[config.mk]
export PLATFORM = sky130hd
export DESIGN_NAME = tank_level_ctrl_flat
export DESIGN_NICKNAME = d
export VERILOG_FILES = /design/src/rtl/tank_pkg.sv /design/src/rtl/tank_level_ctrl_if.sv /design/src/rtl/level_avg_filter.sv /design/src/rtl/tank_level_ctrl.sv /design/src/flat_wrapper.sv
export SDC_FILE = /design/constraint.sdc
export NUM_CORES = 1
export LEC_CHECK = 0
export CAP_MARGIN = 20
export CELL_PAD_IN_SITES_DETAIL_PLACEMENT = 0
export CELL_PAD_IN_SITES_GLOBAL_PLACEMENT = 1
export CORE_MARGIN = 5
export CORE_UTILIZATION = 49
export DETAILED_ROUTE_END_ITERATION = 16
export GPL_TIMING_DRIVEN = 0
export PLACE_DENSITY = 0.95
export SYNTH_ARGS = -nofsm -noshare
export SYNTH_HDL_FRONTEND = slang
export SYNTH_SLANG_ARGS = --single-unit
[constraint.sdc]
create_clock -name clock -period 7.7 [get_ports clock]
set_input_delay 0.77 -clock clock [delete_from_list [all_inputs] [get_ports clock]]
set_output_delay 0.77 -clock clock [all_outputs]
set_load 0.005 [all_outputs]
[src/rtl/tank_pkg.sv]
// Shared types and defaults for the tank fill/drain controller.
// Counter widths come from cnt_width so every counter is just wide enough for its terminal value.
package tank_pkg;

    typedef enum logic [1:0] {
        IDLE  = 2'd0,
        FILL  = 2'd1,
        DRAIN = 2'd2,
        FAULT = 2'd3
    } tank_state_e;

    localparam int DEF_W         = 8;
    localparam int DEF_LOW_TH    = 20;
    localparam int DEF_MID_TH    = 50;
    localparam int DEF_HIGH_TH   = 90;
    localparam int DEF_MIN_RUN   = 16;
    localparam int DEF_STALL_CYC = 1024;
    localparam int DEF_AVG_LOG2  = 2;

    // Bits needed to hold values 0..max_val inclusive.
    function automatic int cnt_width(input int max_val);
        return (max_val < 2) ? 1 : $clog2(max_val + 1);
    endfunction

endpackage

[src/rtl/tank_level_ctrl_if.sv]
// Sampler-side and pump/indicator-side signals of the tank controller.
// Handshake: level_valid qualifies level_in for exactly one cycle; there is no backpressure,
// every valid sample is consumed on the edge it is presented. fault_clr is a one-cycle pulse.
interface tank_level_ctrl_if #(
    parameter int W = 8
);

    logic [W-1:0]         level_in;
    logic                 level_valid;
    logic                 fault_clr;
    logic                 fill_pump;
    logic                 drain_pump;
    logic                 zone_l;
    logic                 zone_m;
    logic                 zone_h;
    logic                 trend;
    logic                 fault;
    logic [W-1:0]         level_filt;
    tank_pkg::tank_state_e dbg_state;

    modport master (
        output level_in, level_valid, fault_clr,
        input  fill_pump, drain_pump, zone_l, zone_m, zone_h, trend, fault, level_filt,
        input  dbg_state
    );

    modport slave (
        input  level_in, level_valid, fault_clr,
        output fill_pump, drain_pump, zone_l, zone_m, zone_h, trend, fault, level_filt,
        output dbg_state
    );

endinterface

[src/rtl/level_avg_filter.sv]
// Moving average over the last 2**AVG_LOG2 valid samples using a shift history and running sum.
// filt holds 0 until the history has been filled once (primed).
module level_avg_filter #(
    parameter int W        = 8,
    parameter int AVG_LOG2 = 2
) (
    input  logic         clock,
    input  logic         reset,
    input  logic [W-1:0] sample,
    input  logic         sample_valid,
    output logic [W-1:0] filt,
    output logic         primed
);

    localparam int N  = 1 << AVG_LOG2;
    localparam int SW = W + AVG_LOG2;
    localparam int CW = AVG_LOG2 + 1;
    localparam logic [CW-1:0] N_C = CW'(N);

    logic [W-1:0]  hist_q [N];
    logic [W-1:0]  hist_d [N];
    logic [SW-1:0] sum_q, sum_d;
    logic [CW-1:0] cnt_q, cnt_d;
    logic [W-1:0]  filt_q, filt_d;

    always_comb begin
        hist_d = hist_q;
        sum_d  = sum_q;
        cnt_d  = cnt_q;
        filt_d = filt_q;
        if (sample_valid) begin
            for (int i = N - 1; i > 0; i--) begin
                hist_d[i] = hist_q[i-1];
            end
            hist_d[0] = sample;
            // The sum always contains the oldest entry, so this never underflows.
            sum_d = sum_q + SW'(sample) - SW'(hist_q[N-1]);
            if (cnt_q != N_C) begin
                cnt_d = cnt_q + CW'(1);
            end
            if (cnt_d == N_C) begin
                filt_d = W'(sum_d >> AVG_LOG2);
            end
        end
    end

    always_ff @(posedge clock) begin
        if (reset) begin
            for (int i = 0; i < N; i++) begin
                hist_q[i] <= '0;
            end
            sum_q  <= '0;
            cnt_q  <= '0;
            filt_q <= '0;
        end else begin
            hist_q <= hist_d;
            sum_q  <= sum_d;
            cnt_q  <= cnt_d;
            filt_q <= filt_d;
        end
    end

    assign filt   = filt_q;
    assign primed = (cnt_q == N_C);

endmodule

[src/rtl/tank_level_ctrl.sv]
// Fill/drain pump controller: averaged level, hysteresis with minimum dwell, stall fault.
// Pumps, fault and trend are decoded from registered state so they change on the same edge.
module tank_level_ctrl
    import tank_pkg::*;
#(
    parameter int W         = DEF_W,
    parameter int LOW_TH    = DEF_LOW_TH,
    parameter int MID_TH    = DEF_MID_TH,
    parameter int HIGH_TH   = DEF_HIGH_TH,
    parameter int MIN_RUN   = DEF_MIN_RUN,
    parameter int STALL_CYC = DEF_STALL_CYC,
    parameter int AVG_LOG2  = DEF_AVG_LOG2
) (
    input  logic             clock,
    input  logic             reset,
    tank_level_ctrl_if.slave bus
);

    localparam int DW  = cnt_width(MIN_RUN);
    localparam int SCW = cnt_width(STALL_CYC - 1);

    localparam logic [W-1:0]   LOW_W      = W'(LOW_TH);
    localparam logic [W-1:0]   MID_W      = W'(MID_TH);
    localparam logic [W-1:0]   HIGH_W     = W'(HIGH_TH);
    localparam logic [DW-1:0]  MIN_RUN_C  = DW'(MIN_RUN);
    localparam logic [SCW-1:0] STALL_LAST = SCW'(STALL_CYC - 1);

    if (!(LOW_TH > 0 && LOW_TH < MID_TH && MID_TH < HIGH_TH && HIGH_TH < (1 << W) &&
          MIN_RUN >= 1 && STALL_CYC > MIN_RUN)) begin : g_param_check
        $error("tank_level_ctrl: illegal threshold or timing parameters");
    end

    logic [W-1:0] filt;
    logic         primed;

    level_avg_filter #(
        .W        (W),
        .AVG_LOG2 (AVG_LOG2)
    ) u_filter (
        .clock        (clock),
        .reset        (reset),
        .sample       (bus.level_in),
        .sample_valid (bus.level_valid),
        .filt         (filt),
        .primed       (primed)
    );

    tank_state_e    state_q, state_d;
    logic [DW-1:0]  dwell_q, dwell_d;
    logic [SCW-1:0] stall_q, stall_d;
    logic [W-1:0]   prev_q, prev_d;
    logic           trend_q, trend_d;
    logic [2:0]     zone_q, zone_d;

    logic dwell_done;
    logic stalled;
    logic progress;
    logic entering;

    assign dwell_done = (dwell_q >= MIN_RUN_C);
    assign stalled    = (stall_q == STALL_LAST);

    // Stall has priority over a threshold crossing in the same cycle.
    always_comb begin
        state_d = state_q;
        case (state_q)
            IDLE: begin
                if (primed) begin
                    state_d = (filt >= HIGH_W) ? DRAIN : FILL;
                end
            end
            FILL: begin
                if (stalled) begin
                    state_d = FAULT;
                end else if (filt >= HIGH_W && dwell_done) begin
                    state_d = DRAIN;
                end
            end
            DRAIN: begin
                if (stalled) begin
                    state_d = FAULT;
                end else if (filt <= LOW_W && dwell_done) begin
                    state_d = FILL;
                end
            end
            FAULT: begin
                if (bus.fault_clr) begin
                    state_d = IDLE;
                end
            end
            default: state_d = IDLE;
        endcase
    end

    always_comb begin
        entering = (state_d != state_q);
        progress = (state_q == FILL  && filt > prev_q) ||
                   (state_q == DRAIN && filt < prev_q);
        prev_d   = filt;

        dwell_d = dwell_q;
        if (entering) begin
            dwell_d = '0;
        end else if (dwell_q < MIN_RUN_C) begin
            dwell_d = dwell_q + DW'(1);
        end

        stall_d = stall_q + SCW'(1);
        if (entering || progress || !(state_q == FILL || state_q == DRAIN)) begin
            stall_d = '0;
        end
    end

    always_comb begin
        trend_d = trend_q;
        if (state_d == FILL) begin
            trend_d = 1'b1;
        end else if (state_d == DRAIN) begin
            trend_d = 1'b0;
        end

        // zone_d = {h, m, l}
        zone_d = 3'b000;
        if (primed) begin
            if (filt < MID_W) begin
                zone_d = 3'b001;
            end else if (filt < HIGH_W) begin
                zone_d = 3'b010;
            end else begin
                zone_d = 3'b100;
            end
        end
    end

    always_ff @(posedge clock) begin
        if (reset) begin
            state_q <= IDLE;
            dwell_q <= '0;
            stall_q <= '0;
            prev_q  <= '0;
            trend_q <= 1'b1;
            zone_q  <= '0;
        end else begin
            state_q <= state_d;
            dwell_q <= dwell_d;
            stall_q <= stall_d;
            prev_q  <= prev_d;
            trend_q <= trend_d;
            zone_q  <= zone_d;
        end
    end

    assign bus.fill_pump  = (state_q == FILL);
    assign bus.drain_pump = (state_q == DRAIN);
    assign bus.fault      = (state_q == FAULT);
    assign bus.trend      = trend_q;
    assign bus.zone_l     = zone_q[0];
    assign bus.zone_m     = zone_q[1];
    assign bus.zone_h     = zone_q[2];
    assign bus.level_filt = filt;
    assign bus.dbg_state  = state_q;

endmodule
[src/flat_wrapper.sv]
// flat-port wrapper written by rule: the top's interface ports become plain ports
module tank_level_ctrl_flat import tank_pkg::*;
#(
    parameter int W         = DEF_W,
    parameter int LOW_TH    = DEF_LOW_TH,
    parameter int MID_TH    = DEF_MID_TH,
    parameter int HIGH_TH   = DEF_HIGH_TH,
    parameter int MIN_RUN   = DEF_MIN_RUN,
    parameter int STALL_CYC = DEF_STALL_CYC,
    parameter int AVG_LOG2  = DEF_AVG_LOG2
)
  (clock, reset, bus_level_in, bus_level_valid, bus_fault_clr, bus_fill_pump, bus_drain_pump, bus_zone_l, bus_zone_m, bus_zone_h, bus_trend, bus_fault, bus_level_filt, bus_dbg_state);
  tank_level_ctrl_if #(.W(W)) bus_i ();
  input  logic clock;
  input  logic reset;
  input wire logic [$bits(bus_i.level_in)-1:0] bus_level_in;
  input wire logic [$bits(bus_i.level_valid)-1:0] bus_level_valid;
  input wire logic [$bits(bus_i.fault_clr)-1:0] bus_fault_clr;
  output wire logic [$bits(bus_i.fill_pump)-1:0] bus_fill_pump;
  output wire logic [$bits(bus_i.drain_pump)-1:0] bus_drain_pump;
  output wire logic [$bits(bus_i.zone_l)-1:0] bus_zone_l;
  output wire logic [$bits(bus_i.zone_m)-1:0] bus_zone_m;
  output wire logic [$bits(bus_i.zone_h)-1:0] bus_zone_h;
  output wire logic [$bits(bus_i.trend)-1:0] bus_trend;
  output wire logic [$bits(bus_i.fault)-1:0] bus_fault;
  output wire logic [$bits(bus_i.level_filt)-1:0] bus_level_filt;
  output wire logic [$bits(bus_i.dbg_state)-1:0] bus_dbg_state;
  assign bus_i.level_in = bus_level_in;
  assign bus_i.level_valid = bus_level_valid;
  assign bus_i.fault_clr = bus_fault_clr;
  assign bus_fill_pump = bus_i.fill_pump;
  assign bus_drain_pump = bus_i.drain_pump;
  assign bus_zone_l = bus_i.zone_l;
  assign bus_zone_m = bus_i.zone_m;
  assign bus_zone_h = bus_i.zone_h;
  assign bus_trend = bus_i.trend;
  assign bus_fault = bus_i.fault;
  assign bus_level_filt = bus_i.level_filt;
  assign bus_dbg_state = bus_i.dbg_state;
  tank_level_ctrl #(.W(W), .LOW_TH(LOW_TH), .MID_TH(MID_TH), .HIGH_TH(HIGH_TH), .MIN_RUN(MIN_RUN), .STALL_CYC(STALL_CYC), .AVG_LOG2(AVG_LOG2)) u_core (.clock(clock), .reset(reset), .bus(bus_i));
endmodule
==> results by group <==
Layout
  – Reg area: around 0.0016 sq mm
  – Synthesis-to-layout area growth: 13.77%
  – Final net count: 552
  – Multi-input logic area: 0.002282 sq mm
  – Finished Cell Area: 0.004786 sq mm
  – Final Util: 0.5767
  – Ant diodes: 0
  – Share of cells above drive strength 1: 0.05294
  – Fill count: between 700 and 800

CTS
  – Clock transition at path regs: 0.08 ns
  – TritonCTS clock tree: done
  – H-tree Lvls: 3
  – Clock root cell: clkbuf_8
  – Clk sink count: 82
  – Post-CTS Setup Repair Bufs: 0
  – CTS Buffer Depth: 2
  – Clk_lat worst skew: 0.35 ns
  – CTS buffer count: 9
  – Post-CTS resize count: 0
  – Hold_buf cts: 0

Floorplan
  – Full die area: 0.01054 sq mm
  – Initial core utilization: 0.5069
  – Row Count: 33
  – Die width: 102.7 um
  – IO Count: 29
  – Core Area: ~0.0083 sq mm
  – Die H: 102.7 um

Yosys
  – Complex-gate fraction of the synthesized area: 0.1083
  – Ys flop type: dfxtp_1
  – Yosys top cell by area: dfxtp_1
  – Most frequent cells after synthesis: 82 x dfxtp_1, 71 x nor2_1, 56 x inv_1
  – Number of warning messages in the yosys log: 0
  – Mapped Cells: 468
  – #FFs+latches synth: 82
  – Synthesized area per cell: approximately 9 sq um
  – Post-synthesis xor/xnor area fraction: 0.03748
  – Post-synthesis mux area share: 0.09548
  – Post-synth EDFFs: 0
  – FFs w/ async S/R, synth: 0
  – Synthesized-area fraction occupied by adder cells: 0.1184
  – Cell Area, Synth: ~0.0042 sq mm
  – Post-synth cell types: 60
  – Sequential share of the synthesized area: 0.3902
  – Largest family of logic cells by synthesized area: simple AND/OR/NAND/NOR gates
  – Synth top area cells: dfxtp_1 39%, mux2i_1 9.3%, ha_1 8.0%, nor2_1 6.3%, inv_1 5.0%
  – Most frequent cell after synthesis: dfxtp_1
  – Simple-gate portion of the synthesized area: 0.1829
  – Mapped Nets: approximately 520
  – Top cell type's share of synthesized area: 0.3902

Place
  – Dpl cell area: around 0.0046 sq mm
  – Pre-CTS WS: about 3.5 ns
  – Port buffer count: 26
  – GP Congestion: 0.8085
  – Final HPWL DP: 6367 um

Power
  – Leakage: 1.987 nW
  – Pwr Density: 225.9 mW/mm^2
  – Peak supply drop: between 100 and 150 uV

STA
  – Final setup violation count: 0
  – Worst slew pin tran: 0.7660 ns
  – RSZ-0062 raised after global routing: no
  – Worst Slack Setup Final: 3.833 ns
  – Slew Viols, Final: 0
  – Sum Neg Setup Slack: 0 ns
  – Slew headroom: 0.4893
  – Skew final: between 0.008 and 0.009 ns
  – Min cycle time layout: 3.867 ns
  – Period utilisation layout: 0.5022
  – Fin. Hold Viols: 0
  – Max Clk Rate: 258.6 MHz
  – Hold_ws: 0.4695 ns

Global routing
  – Largest net degree at the start of global routing: 14
  – Gr usage total: 0.1721
  – Initial antenna violation count: 0
  – Grt ovf: 0
  – Global-route wire length before repair: about 14000 um
  – Number of global-route vias before repair: 3215

Critical path
  – Worst R2R Start: u_core.u_filter.sum_q[1]
  – R2r setup slk: 4.49 ns
  – Worst-path maximum fanout: 3
  – Setup Crit Path Kind: input port to flip-flop
  – Setup crit end kind: flip-flop
  – Reg2Reg Depth: 11
  – Worst EP arrival: between 4 and 5 ns
  – Worst path required time: roughly 8.0 ns
  – R2r endpoint: u_core.u_filter.filt[7]
  – Startpoint type of the worst setup path: input port

Min path
  – Hold Path Stages: 1
  – Tightest Hold Check Type: flip-flop to flip-flop
  – Critical hold path startpoint: u_core.stall_q[0]
  – Min-Delay Endpoint: u_core.stall_q[0]

Routing
  – WL final: 8210 um
  – Wirelength per Cell: roughly 13 um
  – Post-route DRC violation count: 0
  – Detailed Routing Iterations Pass 1: 4
  – Final ANT Viol Nets: 0
  – Vias per cell: 5.203
  – First-iteration detailed-routing DRC count: 109
  – Vias: 3200

Flow run
  – Max Cap Violations: 0

Run status
  – Status: finished, final reports clean
layout by cell type, fill, tap and decap left out, drive strengths merged, types with 4 or more instances in the layout:
| master | instances |
|---|---|
| fa | 8 |
| o21ai | 7 |
| a211oi | 5 |
| nand2b | 5 |
| inv | 56 |
| mux2i | 39 |
| xnor2 | 12 |
| xor2 | 6 |
| a21oi | 17 |
| nor2b | 13 |
| clkdlybuf4s50 | 26 |
| nand3 | 7 |
| buf | 6 |
| nor3 | 10 |
| clkbuf | 23 |
| o311ai | 4 |
| dfxtp | 82 |
| a21o | 4 |
| nand2 | 28 |
| nor2 | 71 |
| ha | 27 |
per-layer routing:
layer | vias to the layer above | share of wire | wire (um) | GRT usage
li1 | 1643 | - | - | -
met1 | 1501 | 0.45 | 3712 | 0.2064
met2 | 43 | 0.49 | 4013 | 0.3083
met3 | 13 | 0.040 | 332 | 0.02639
met4 | 0 | 0.018 | 151 | 0.06660
met5 | - | 0 | 0 | 0
flip-flops by register name, summed over array words and instances (netlist names):
register,flops
u_core.prev_q,8
u_core.u_filter.sum_q,10
u_core.dwell_q,5
u_core.u_filter.filt,8
u_core.bus.dbg_state,2
u_core.stall_q,10
u_core.u_filter.cnt_q,3
u_core.u_filter.hist_q,32
u_core.zone_q,3
u_core.bus.trend,1
how the worst max path moves through the flow:
stage | start | endpoint | slack (ns) | cells past startpoint
floorplan | bus_level_in[1] | u_core.u_filter.sum_q[9] | 4.23 | 11
global placement | bus_level_in[1] | u_core.u_filter.sum_q[9] | 3.51 | 12
detailed placement | bus_level_in[1] | u_core.u_filter.sum_q[9] | 3.47 | 12
CTS | bus_level_in[1] | u_core.u_filter.filt[7] | 3.85 | 12
global route | bus_level_in[1] | u_core.u_filter.filt[7] | 3.59 | 12
finish | bus_level_in[1] | u_core.u_filter.filt[7] | 3.83 | 12
power by group:
part           internal (mW)  total, mW  leakage (nW)  switching, mW
clock network          0.150      0.302        0.0828          0.152
registers              0.450      0.469         0.666         0.0188
logic                  0.137      0.309          1.24          0.173
total                  0.738       1.08          1.99          0.343
cell families after synthesis:
logic type / after synthesis
AO/OA/AOI/OAI: 63
buffers and inverters: 73
XOR/XNOR: 18
AND/OR/NAND/NOR: 157
multiplexers: 40
flip-flops: 82
adder cells (fa/ha/maj): 35
cell type report:
type	count	share of cell area
Multi-Input combinational cell	313	0.4769
Timing Repair Buffer	26	0.05438
Tap cell	105	0.02745
Inverter	56	0.04392
Sequential cell	82	0.3430
Clock inverter	4	0.01098
Buffer	17	0.01516
Clock buffer	12	0.02824
per-stage QoR:
stage,std cells,power (mW)
global placement,599,0.7758
floorplan,468,0.7167
detailed placement,599,0.7880
CTS,615,1.090
finish,615,1.081
global route,615,1.156
critical path, cell delays in order:
cell and delay [ns]:
clkdlybuf4s50_1 0.50, inv_1 0.08, fa_1 0.58, inv_1 0.06, ha_1 0.28, a21oi_1 0.22, o21bai_1 0.12, or4b_2 0.66
a211oi_1 0.42, o31a_1 0.18, o21ai_0 0.09, a21oi_1 0.18
(Power assumes the default switching activity.)
